<file path="src/rtl/fifo_pkg.sv">
// Shared constants, types and helpers for the FWFT stream FIFO.
package fifo_pkg;

  localparam int unsigned BUF_DEPTH       = 2;
  localparam int unsigned FIFO_DEPTH_DFLT = 256;

  // Address width that never collapses to zero bits.
  function automatic int unsigned clog2_min1(input int unsigned n);
    return (n <= 2) ? 1 : $clog2(n);
  endfunction

  // Level vector for the default depth: RAM words plus in-flight read plus prefetch buffer.
  typedef logic [$clog2(FIFO_DEPTH_DFLT + BUF_DEPTH):0] level_t;

endpackage

</file>
<file path="src/rtl/fifo_sdp_ram.sv">
// Simple dual-port RAM, one write port and one registered read port.
module fifo_sdp_ram
  import fifo_pkg::*;
#(
  parameter int unsigned DATA_WIDTH = 8,
  parameter int unsigned DEPTH      = 256,
  localparam int unsigned AW        = clog2_min1(DEPTH)
) (
  input  logic                  clk,
  input  logic                  we,
  input  logic [AW-1:0]         waddr,
  input  logic [DATA_WIDTH-1:0] wdata,
  input  logic                  re,
  input  logic [AW-1:0]         raddr,
  output logic [DATA_WIDTH-1:0] rdata
);

  logic [DATA_WIDTH-1:0] mem [DEPTH];

  // Write and registered read; storage carries no reset so it maps to block RAM.
  always_ff @(posedge clk) begin
    if (we) mem[waddr] <= wdata;
    if (re) rdata <= mem[raddr];
  end

endmodule

</file>
<file path="src/rtl/sync_fifo_fwft.sv">
// Single-clock first-word-fall-through FIFO: RAM plus a 2-entry prefetch buffer.
// Optional macro SYNC_FIFO_WATERMARK_EN adds peak_level / peak_clr.
module sync_fifo_fwft
  import fifo_pkg::*;
#(
  parameter int unsigned DATA_WIDTH = 8,
  parameter int unsigned DEPTH      = FIFO_DEPTH_DFLT,
  parameter int unsigned AF_THRESH  = DEPTH - 8,
  parameter int unsigned AE_THRESH  = 1,
  parameter int unsigned LVL_W      = $clog2(DEPTH + 2) + 1
) (
  input  logic                  clk,
  input  logic                  rstn,
  input  logic                  flush,
  input  logic [DATA_WIDTH-1:0] in_data,
  input  logic                  in_valid,
  output logic                  in_ready,
  output logic [DATA_WIDTH-1:0] out_data,
  output logic                  out_valid,
  input  logic                  out_ready,
  input  logic                  dn_almost_full,
  output logic                  almost_full,
  output logic                  almost_empty,
`ifdef SYNC_FIFO_WATERMARK_EN
  input  logic                  peak_clr,
  output logic [LVL_W-1:0]      peak_level,
`endif
  output logic [LVL_W-1:0]      level
);

  localparam int unsigned AW = clog2_min1(DEPTH);
  localparam int unsigned CW = $clog2(DEPTH) + 1;
  // Thresholds beyond the reachable level saturate so they keep their meaning at LVL_W bits.
  localparam int unsigned AF_LIM = (AF_THRESH > DEPTH + 2) ? DEPTH + 3 : AF_THRESH;
  localparam int unsigned AE_LIM = (AE_THRESH > DEPTH + 2) ? DEPTH + 2 : AE_THRESH;

  if (DEPTH < 4 || (DEPTH & (DEPTH - 1)) != 0) begin : g_bad_depth
    $error("sync_fifo_fwft: DEPTH must be a power of two and at least 4");
  end

  logic [AW-1:0]         wr_ptr_q, rd_ptr_q;
  logic [CW-1:0]         ram_count_q, ram_count_nxt;
  logic                  rd_inflight_q;
  logic [1:0]            buf_count_q, buf_count_nxt;
  logic [DATA_WIDTH-1:0] buf0_q, buf1_q, buf0_nxt, buf1_nxt;
  logic [DATA_WIDTH-1:0] ram_rdata;
  logic [LVL_W-1:0]      level_q, level_nxt;
  logic                  almost_full_q, almost_empty_q;
  logic                  push, pop, rd_issue;

  assign in_ready     = (ram_count_q < CW'(DEPTH)) && !flush;
  assign out_valid    = rstn && (buf_count_q != 2'd0) && !dn_almost_full;
  assign out_data     = buf0_q;
  assign level        = level_q;
  assign almost_full  = almost_full_q;
  assign almost_empty = almost_empty_q;

  // Handshakes, read issue and next values of counters and the prefetch buffer.
  always_comb begin
    push          = in_valid && in_ready;
    pop           = out_valid && out_ready;
    rd_issue      = (ram_count_q != '0) &&
                    (((3'(buf_count_q) + 3'(rd_inflight_q)) < 3'(BUF_DEPTH)) || pop);
    ram_count_nxt = ram_count_q + CW'(push) - CW'(rd_issue);
    buf_count_nxt = buf_count_q - 2'(pop) + 2'(rd_inflight_q);
    level_nxt     = level_q + LVL_W'(push) - LVL_W'(pop);
    buf0_nxt      = buf0_q;
    buf1_nxt      = buf1_q;
    if (pop) buf0_nxt = buf1_q;
    // Landing word goes to the first free slot after the pop shift.
    if (rd_inflight_q) begin
      if (buf_count_q == 2'd1 && !pop) buf1_nxt = ram_rdata;
      else                             buf0_nxt = ram_rdata;
    end
  end

  // State registers; flush clears exactly like reset, reset wins.
  always_ff @(posedge clk) begin
    if (!rstn || flush) begin
      wr_ptr_q       <= '0;
      rd_ptr_q       <= '0;
      ram_count_q    <= '0;
      rd_inflight_q  <= 1'b0;
      buf_count_q    <= 2'd0;
      buf0_q         <= '0;
      buf1_q         <= '0;
      level_q        <= '0;
      almost_full_q  <= (AF_LIM == 0);
      almost_empty_q <= 1'b1;
    end else begin
      wr_ptr_q       <= wr_ptr_q + AW'(push);
      rd_ptr_q       <= rd_ptr_q + AW'(rd_issue);
      ram_count_q    <= ram_count_nxt;
      rd_inflight_q  <= rd_issue;
      buf_count_q    <= buf_count_nxt;
      buf0_q         <= buf0_nxt;
      buf1_q         <= buf1_nxt;
      level_q        <= level_nxt;
      almost_full_q  <= level_nxt >= LVL_W'(AF_LIM);
      almost_empty_q <= level_nxt <= LVL_W'(AE_LIM);
    end
  end

`ifdef SYNC_FIFO_WATERMARK_EN
  logic [LVL_W-1:0] peak_q;

  // Highest level seen since reset, flush or the last clear.
  always_ff @(posedge clk) begin
    if (!rstn || flush)        peak_q <= '0;
    else if (peak_clr)         peak_q <= level_q;
    else if (level_q > peak_q) peak_q <= level_q;
  end

  assign peak_level = peak_q;
`endif

  fifo_sdp_ram #(
    .DATA_WIDTH (DATA_WIDTH),
    .DEPTH      (DEPTH)
  ) u_ram (
    .clk   (clk),
    .we    (push),
    .waddr (wr_ptr_q),
    .wdata (in_data),
    .re    (rd_issue),
    .raddr (rd_ptr_q),
    .rdata (ram_rdata)
  );

endmodule

</file>
<file path="config.mk">
export PLATFORM = sky130hd
export DESIGN_NAME = sync_fifo_fwft
export DESIGN_NICKNAME = d
export VERILOG_FILES = /design/src/rtl/fifo_pkg.sv /design/src/rtl/fifo_sdp_ram.sv /design/src/rtl/sync_fifo_fwft.sv
export SDC_FILE = /design/constraint.sdc
export NUM_CORES = 2
export LEC_CHECK = 0
export ABC_AREA = 0
export CORE_MARGIN = 5
export CORE_UTILIZATION = 30
export CTS_BUF_LIST = sky130_fd_sc_hd__clkbuf_8
export DETAILED_ROUTE_END_ITERATION = 8
export PLACE_DENSITY_LB_ADDON = 0.05
export SLEW_MARGIN = 20
export SYNTH_ARGS = -nofsm -noshare
export SYNTH_HDL_FRONTEND = slang
export SYNTH_SLANG_ARGS = --single-unit
</file>
<file path="constraint.sdc">
create_clock -name clk -period 5.1 [get_ports clk]
set_clock_uncertainty 0.15 [all_clocks]
set_input_delay 0.51 -clock clk [delete_from_list [all_inputs] [get_ports clk]]
set_output_delay 0.51 -clock clk [all_outputs]
set_load 0.02 [all_outputs]
</file>
## Yosys cells after proc, flatten, opt, wreduce, memory -nomap -nowiden

Memory sizes are Yosys's and may differ from the RTL's. A register that Yosys moved wholly into a read port is not among the register bits.
Index checks and enable logic that the tools add are counted.

- Register bits: 56
- Memory bits (writable): 2,048
- Bits of input ports: 14
- Output and inout port bits: 22
- Logic and storage cells: 46
- Memories kept: 1

Memory list:

| memory | depth | width | read ports | clocked after Yosys merged registers in | wr ports | line | RTL |
|---|---|---|---|---|---|---|---|
| u_ram.mem | 256 | 8 | 1 | 1 | 1 | fifo_sdp_ram.sv:18 | `logic [DATA_WIDTH-1:0] mem [DEPTH];` |

- Add/subtract/negate cells: 9
- Order comparisons: 4
- Eq/ne operators: 1
- Multiplexer cells: 5
- Reduce and logical (&&, ||, !) cells: 16

Operators with widths:

| cell | count |
|---|---|
| $mux 8 | 3 |
| $add 8x1->8 | 2 |
| $add 10x1->10 | 1 |
| $ge 10x8->1 const B | 1 |
| $le 10x1->1 const B | 1 |
| $sub 10x1->10 | 1 |
| $add 9x1->9 | 1 |
| $lt 9x9->1 const B | 1 |
| $reduce_bool 9->1 | 1 |
| $sub 9x1->9 | 1 |
| $logic_and 1x1->1 | 7 |
| $logic_not 1->1 | 4 |
| $add 2x1->3 | 1 |
| $lt 3x2->1 const B | 1 |
| $add 2x1->2 | 1 |
| $eq 2x1->1 const B | 1 |
| $logic_or 1x1->1 | 2 |
| $mux 1 | 2 |
| $reduce_and 2->1 | 1 |
| $reduce_bool 2->1 | 1 |
| $sub 2x1->2 | 1 |

## Logic depth before layout (Yosys ltp)

- Depth after elaboration: 8
- Depth in mapped cells: 18
- Gate-level depth less buffers: 17

## Cells and area by module

A second synthesis with hierarchy kept.

- Cell total of the unflattened synthesis: 4,070
- Area, all modules: 82,721.8 µm²

Modules (own cells, without submodules):

| module | instances | cells an instance | area an instance (µm²) | sequential area each (µm²) |
|---|---|---|---|---|
| fifo_sdp_ram | 1 | 3,733 | 79,636.4 | 61,739.2 |
| sync_fifo_fwft | 1 | 337 | 3,085.5 | 1,121.1 |

## Worst setup path before layout

OpenSTA, ideal clock, no wires.

- Kind: input to register
- Start: input port dn_almost_full
- End: register ram_count_q[8]
- Library setup time: 0.131 ns
- Arrival: 4.069 ns
- Data required time: 4.819 ns
- Path slack: 0.750 ns
- Stages on the path: 17
- Buffers on the path: 1
- Cell sequence: nor3b_1 -> nand2_1 -> inv_1 -> clkbuf_1 -> o32a_1 -> ha_1 -> inv_1 -> ha_1 -> inv_1 -> fa_1 -> nand2b_1 -> a21oi_1 -> o21ai_0 -> a21oi_1 -> o211ai_1 -> a21oi_1 -> nor3b_1

- Longest elaborated chain between the ends: 6

RTL lines:

| element | line | RTL |
|---|---|---|
| start: declaration | sync_fifo_fwft.sv:21 | `input logic dn_almost_full,` |
| $logic_not 1->1 | sync_fifo_fwft.sv:52 | `assign out_valid = rstn && (buf_count_q != 2'd0) && !dn_almost_full;` |
| $logic_and 1x1->1 | sync_fifo_fwft.sv:52 |  |
| $logic_and 1x1->1 | sync_fifo_fwft.sv:61 | `pop = out_valid && out_ready;` |
| $logic_or 1x1->1 | sync_fifo_fwft.sv:63 | `(((3'(buf_count_q) + 3'(rd_inflight_q)) < 3'(BUF_DEPTH)) \|\| pop);` |
| $logic_and 1x1->1 | sync_fifo_fwft.sv:62 | `rd_issue = (ram_count_q != '0) &&` |
| net rd_issue | sync_fifo_fwft.sv:49 | `logic push, pop, rd_issue;` |
| $sub 9x1->9 | sync_fifo_fwft.sv:64 | `ram_count_nxt = ram_count_q + CW'(push) - CW'(rd_issue);` |
| end signal: assignment | sync_fifo_fwft.sv:93 | `ram_count_q <= ram_count_nxt;` |
| end: declaration | sync_fifo_fwft.sv:42 | `logic [CW-1:0] ram_count_q, ram_count_nxt;` |

The timed path passes the listed nets, and every way through them passes these cells.
A chain may end at the register's enable or synchronous reset.

==> results.py <==
metrics = {
    "setup_path": {
        "critPathCaptureType": "flip-flop",
        "regToRegSetupSlack_ns": 0.88,
        "crit_type": "reg -> reg",
        "critical_path.endpoint": "u_ram.rdata[2]",
        "r2r-end": "u_ram.rdata[2]",
        "crit_fanout": 24,
        "critPathLaunch": "rd_ptr_q[0]",
        "critPathRequiredTime_ns": 5.67,
        "cp-start-kind": "flip-flop",
        "r2r-start": "rd_ptr_q[0]",
        "r2r_cells": 10,
        "arrival_ns": 4.79,
    },
    "sta": {
        "finalHoldWorstSlack_ns": 0.1938,
        "setup_viol": 0,
        "fmax_ghz": 0.2369,
        "fin_setup_tns_ns": 0,
        "hold_viol_final": 0,
        "relSlewSlack": 0.1210,
        "tightest_slew_ns": 1.318,
        "fin_crit_sh": 0.8277,
        "slew_violations": 0,
        "rsz0062_at_grt": "false",
        "finalCriticalPeriod_ns": 4.221,
    },
    "pwr": {
        "irDropWorstVdd_uv": 201.8,
        "power.density_mw_per_mm2": 424.7,
        "leakagePower_nw": 29.51,
    },
    "final_layout": {
        "area_growth_pct": 15.52,
        "nNetsFinal": 4571,
        "fillers": 25770,
        "multi_input_area_mm2": 0.01827,
        "seq_area_mm2": 0.06288,
        "fin_cells": 8524,
        "drive_above_1_share": 0.2407,
        "layout_commonest_cell": "edfxtp_1",
        "layout_common_cells": "edfxtp_1, mux4_2, clkbuf_8, nor2_1, mux2i_1",
    },
    "floorplan": {
        "io_pins": 36,
        "die_w_um": 535.1,
        "initial_utilization": 0.3017,
        "core-area_mm2": 0.2741,
        "die_h_um": 535.1,
        "die-area_mm2": 0.2863,
        "row_count": 192,
    },
    "clocking": {
        "post_cts_buffers": 0,
        "root_buffer": "clkbuf_8",
        "clkTransAtPathRegs_ns": 0.06,
        "cts_max_path_buffers": 4,
        "cts_tree": "done",
        "clkSinkCount": 2112,
        "cts_made_buffers": 386,
        "cts_resized": 0,
        "cts_max_level": 5,
        "postCtsHoldBufs": 8,
        "insertion_delay_ns": 1.05,
    },
    "routing": {
        "dr.pass1.iters": 5,
        "routed_via_density": 4.942,
        "drc_errors": 0,
        "vias": 42130,
        "wire_per_inst_um": 31.86,
        "finalWirelength_mm": 271.6,
        "antenna_left": 0,
        "drtIter0Drc": 2981,
    },
    "synth": {
        "synthFlopType": "edfxtp_1",
        "synth_nets": 4160,
        "yosys_warnings": 0,
        "seq_area_frac_synth": 0.7601,
        "syn-cell-area_mm2": 0.08270,
        "synthCells": 4116,
        "synth.distinct_cells": 69,
        "synthAdderAreaFrac": 0.004720,
        "ys_async_sr_fraction": 0,
        "synth_top_family_by_area": "multiplexers",
        "ys_ff_latch": 2112,
        "synth_simple_gate_area_share": 0.03018,
        "synth-edff-count": 2056,
        "synthXorXnorAreaFrac": 0.002753,
        "synth-compound-area-share": 0.03717,
        "avgSynthCellArea_um2": 20.09,
        "synthMuxAreaShare": 0.1443,
    },
    "place": {
        "port_buffers": 35,
        "gp_congestion": 0.7550,
        "dpl.cell_count": 7817,
        "dp_hpwl_mm": 167.0,
    },
    "global_routing": {
        "track_usage": 0.1866,
        "grt_pass1_wl_mm": 375.2,
        "grt_remaining_overflow": 0,
        "grt_antenna_before_repair": 16,
        "grt_max_degree": 159,
        "grt_pass1_vias": 44490,
    },
    "run_status": {
        "status": "finished, final reports clean",
    },
    "run": {
        "maxCapViolCount": 0,
    },
    "worst_hold_path": {
        "worstHoldPathType": "in -> reg",
    },
}
## cell families (layout without fill, tap and decap cells)
group,count (synthesis),count (layout)
xor+xnor,26,26
fa+ha+maj,30,30
other cells,0,7
mux,648,648
compound gates,436,436
flops,2112,2112
simple gates,580,580
buf+inv,284,999
## state kept, by name, indices dropped and copies added, names as in the netlist
register	cells
level	10
wr_ptr_q	8
almost_full	1
almost_empty	1
buf1_q	8
out_data	8
u_ram.mem	2048
rd_inflight_q	1
u_ram.rdata	8
ram_count_q	9
rd_ptr_q	8
buf_count_q	2
## worst max-delay path: stages (launching register included)
cell and delay [ns]:
dfxtp_4 0.66, buf_12 0.26, buf_12 0.25, buf_4 0.25, mux4_2 0.51, mux2i_1 0.27, nor2_1 0.09, a311oi_1 0.44
a311oi_1 0.17, o31ai_1 0.61, o32ai_1 0.15
## report_power, final
group / internal [mW] / switching, mW / total [mW] / leakage [nW]
clock: 7.49 / 7.27 / 14.8 / 4.06
combinational: 2.98 / 3.50 / 6.48 / 6.50
sequential: 19.2 / 0.177 / 19.3 / 18.9
## cell type report
type | count | area share
Sequential cell | 2112 | 0.6582
Clock inverter | 297 | 0.01541
Inverter | 32 | 0.001283
Antenna cell | 7 | 0.0001834
Clock buffer | 395 | 0.05690
Multi-Input combinational cell | 1720 | 0.1912
Timing Repair Buffer | 275 | 0.02852
Tap cell | 3686 | 0.04827
## layer usage
metal / up-vias / GRT usage / share of wire
met5: - / 0 / 0.000048
met4: 2 / 0.04148 / 0.022
met3: 395 / 0.02883 / 0.044
met2: 1055 / 0.3024 / 0.47
met1: 22800 / 0.2659 / 0.46
li1: 17870 / - / -
## synthesized netlist by cell type (14+ instances only)
| library cell | count | area [um^2] |
|---|---|---|
| ha_1 | 28 | 350.3 |
| a21oi_1 | 81 | 405.4 |
| mux4_2 | 412 | 9279 |
| inv_1 | 31 | 116.4 |
| nor3_1 | 25 | 125.1 |
| a221oi_1 | 49 | 429.2 |
| o21ai_0 | 39 | 195.2 |
| buf_2 | 54 | 270.3 |
| a211oi_1 | 28 | 210.2 |
| dfxtp_1 | 56 | 1121 |
| and2_1 | 20 | 125.1 |
| a22oi_1 | 105 | 788.3 |
| mux2i_1 | 217 | 2172 |
| buf_4 | 15 | 112.6 |
| clkbuf_1 | 107 | 401.6 |
| buf_1 | 14 | 52.55 |
| nor2b_1 | 16 | 100.1 |
| buf_8 | 17 | 255.2 |
| edfxtp_1 | 2056 | 61740 |
| a22o_1 | 30 | 262.8 |
| o22ai_1 | 28 | 175.2 |
| nand2_1 | 94 | 352.8 |
| nor2_1 | 333 | 1250 |
| mux4_1 | 18 | 473.0 |
| nand3_1 | 51 | 255.2 |
| buf_6 | 38 | 427.9 |
## worst min-delay path by stage
stage	cells past startpoint	to	slack, ns	from
CTS	2	u_ram.mem[47][1]	0.08	in_data[1]
finish	2	u_ram.mem[47][1]	0.19	in_data[1]
detailed placement	2	out_data[2]	0.33	out_data[2]
global route	2	u_ram.mem[47][1]	0.08	in_data[1]
global placement	2	out_data[4]	0.33	buf1_q[4]
floorplan	2	out_data[0]	0.30	buf1_q[0]
## metrics by stage
stage,utilization,power [mW],area [um^2],setup slack [ns]
floorplan,-,24.10,82700,0.7497
global placement,0.3229,26.38,88510,0.7130
detailed placement,0.3229,26.35,88520,0.8713
CTS,0.3484,41.32,95510,0.8699
global route,0.3485,42.41,95530,0.8498
finish,0.3485,40.58,95540,0.8789
(Power assumes the default switching activity.)
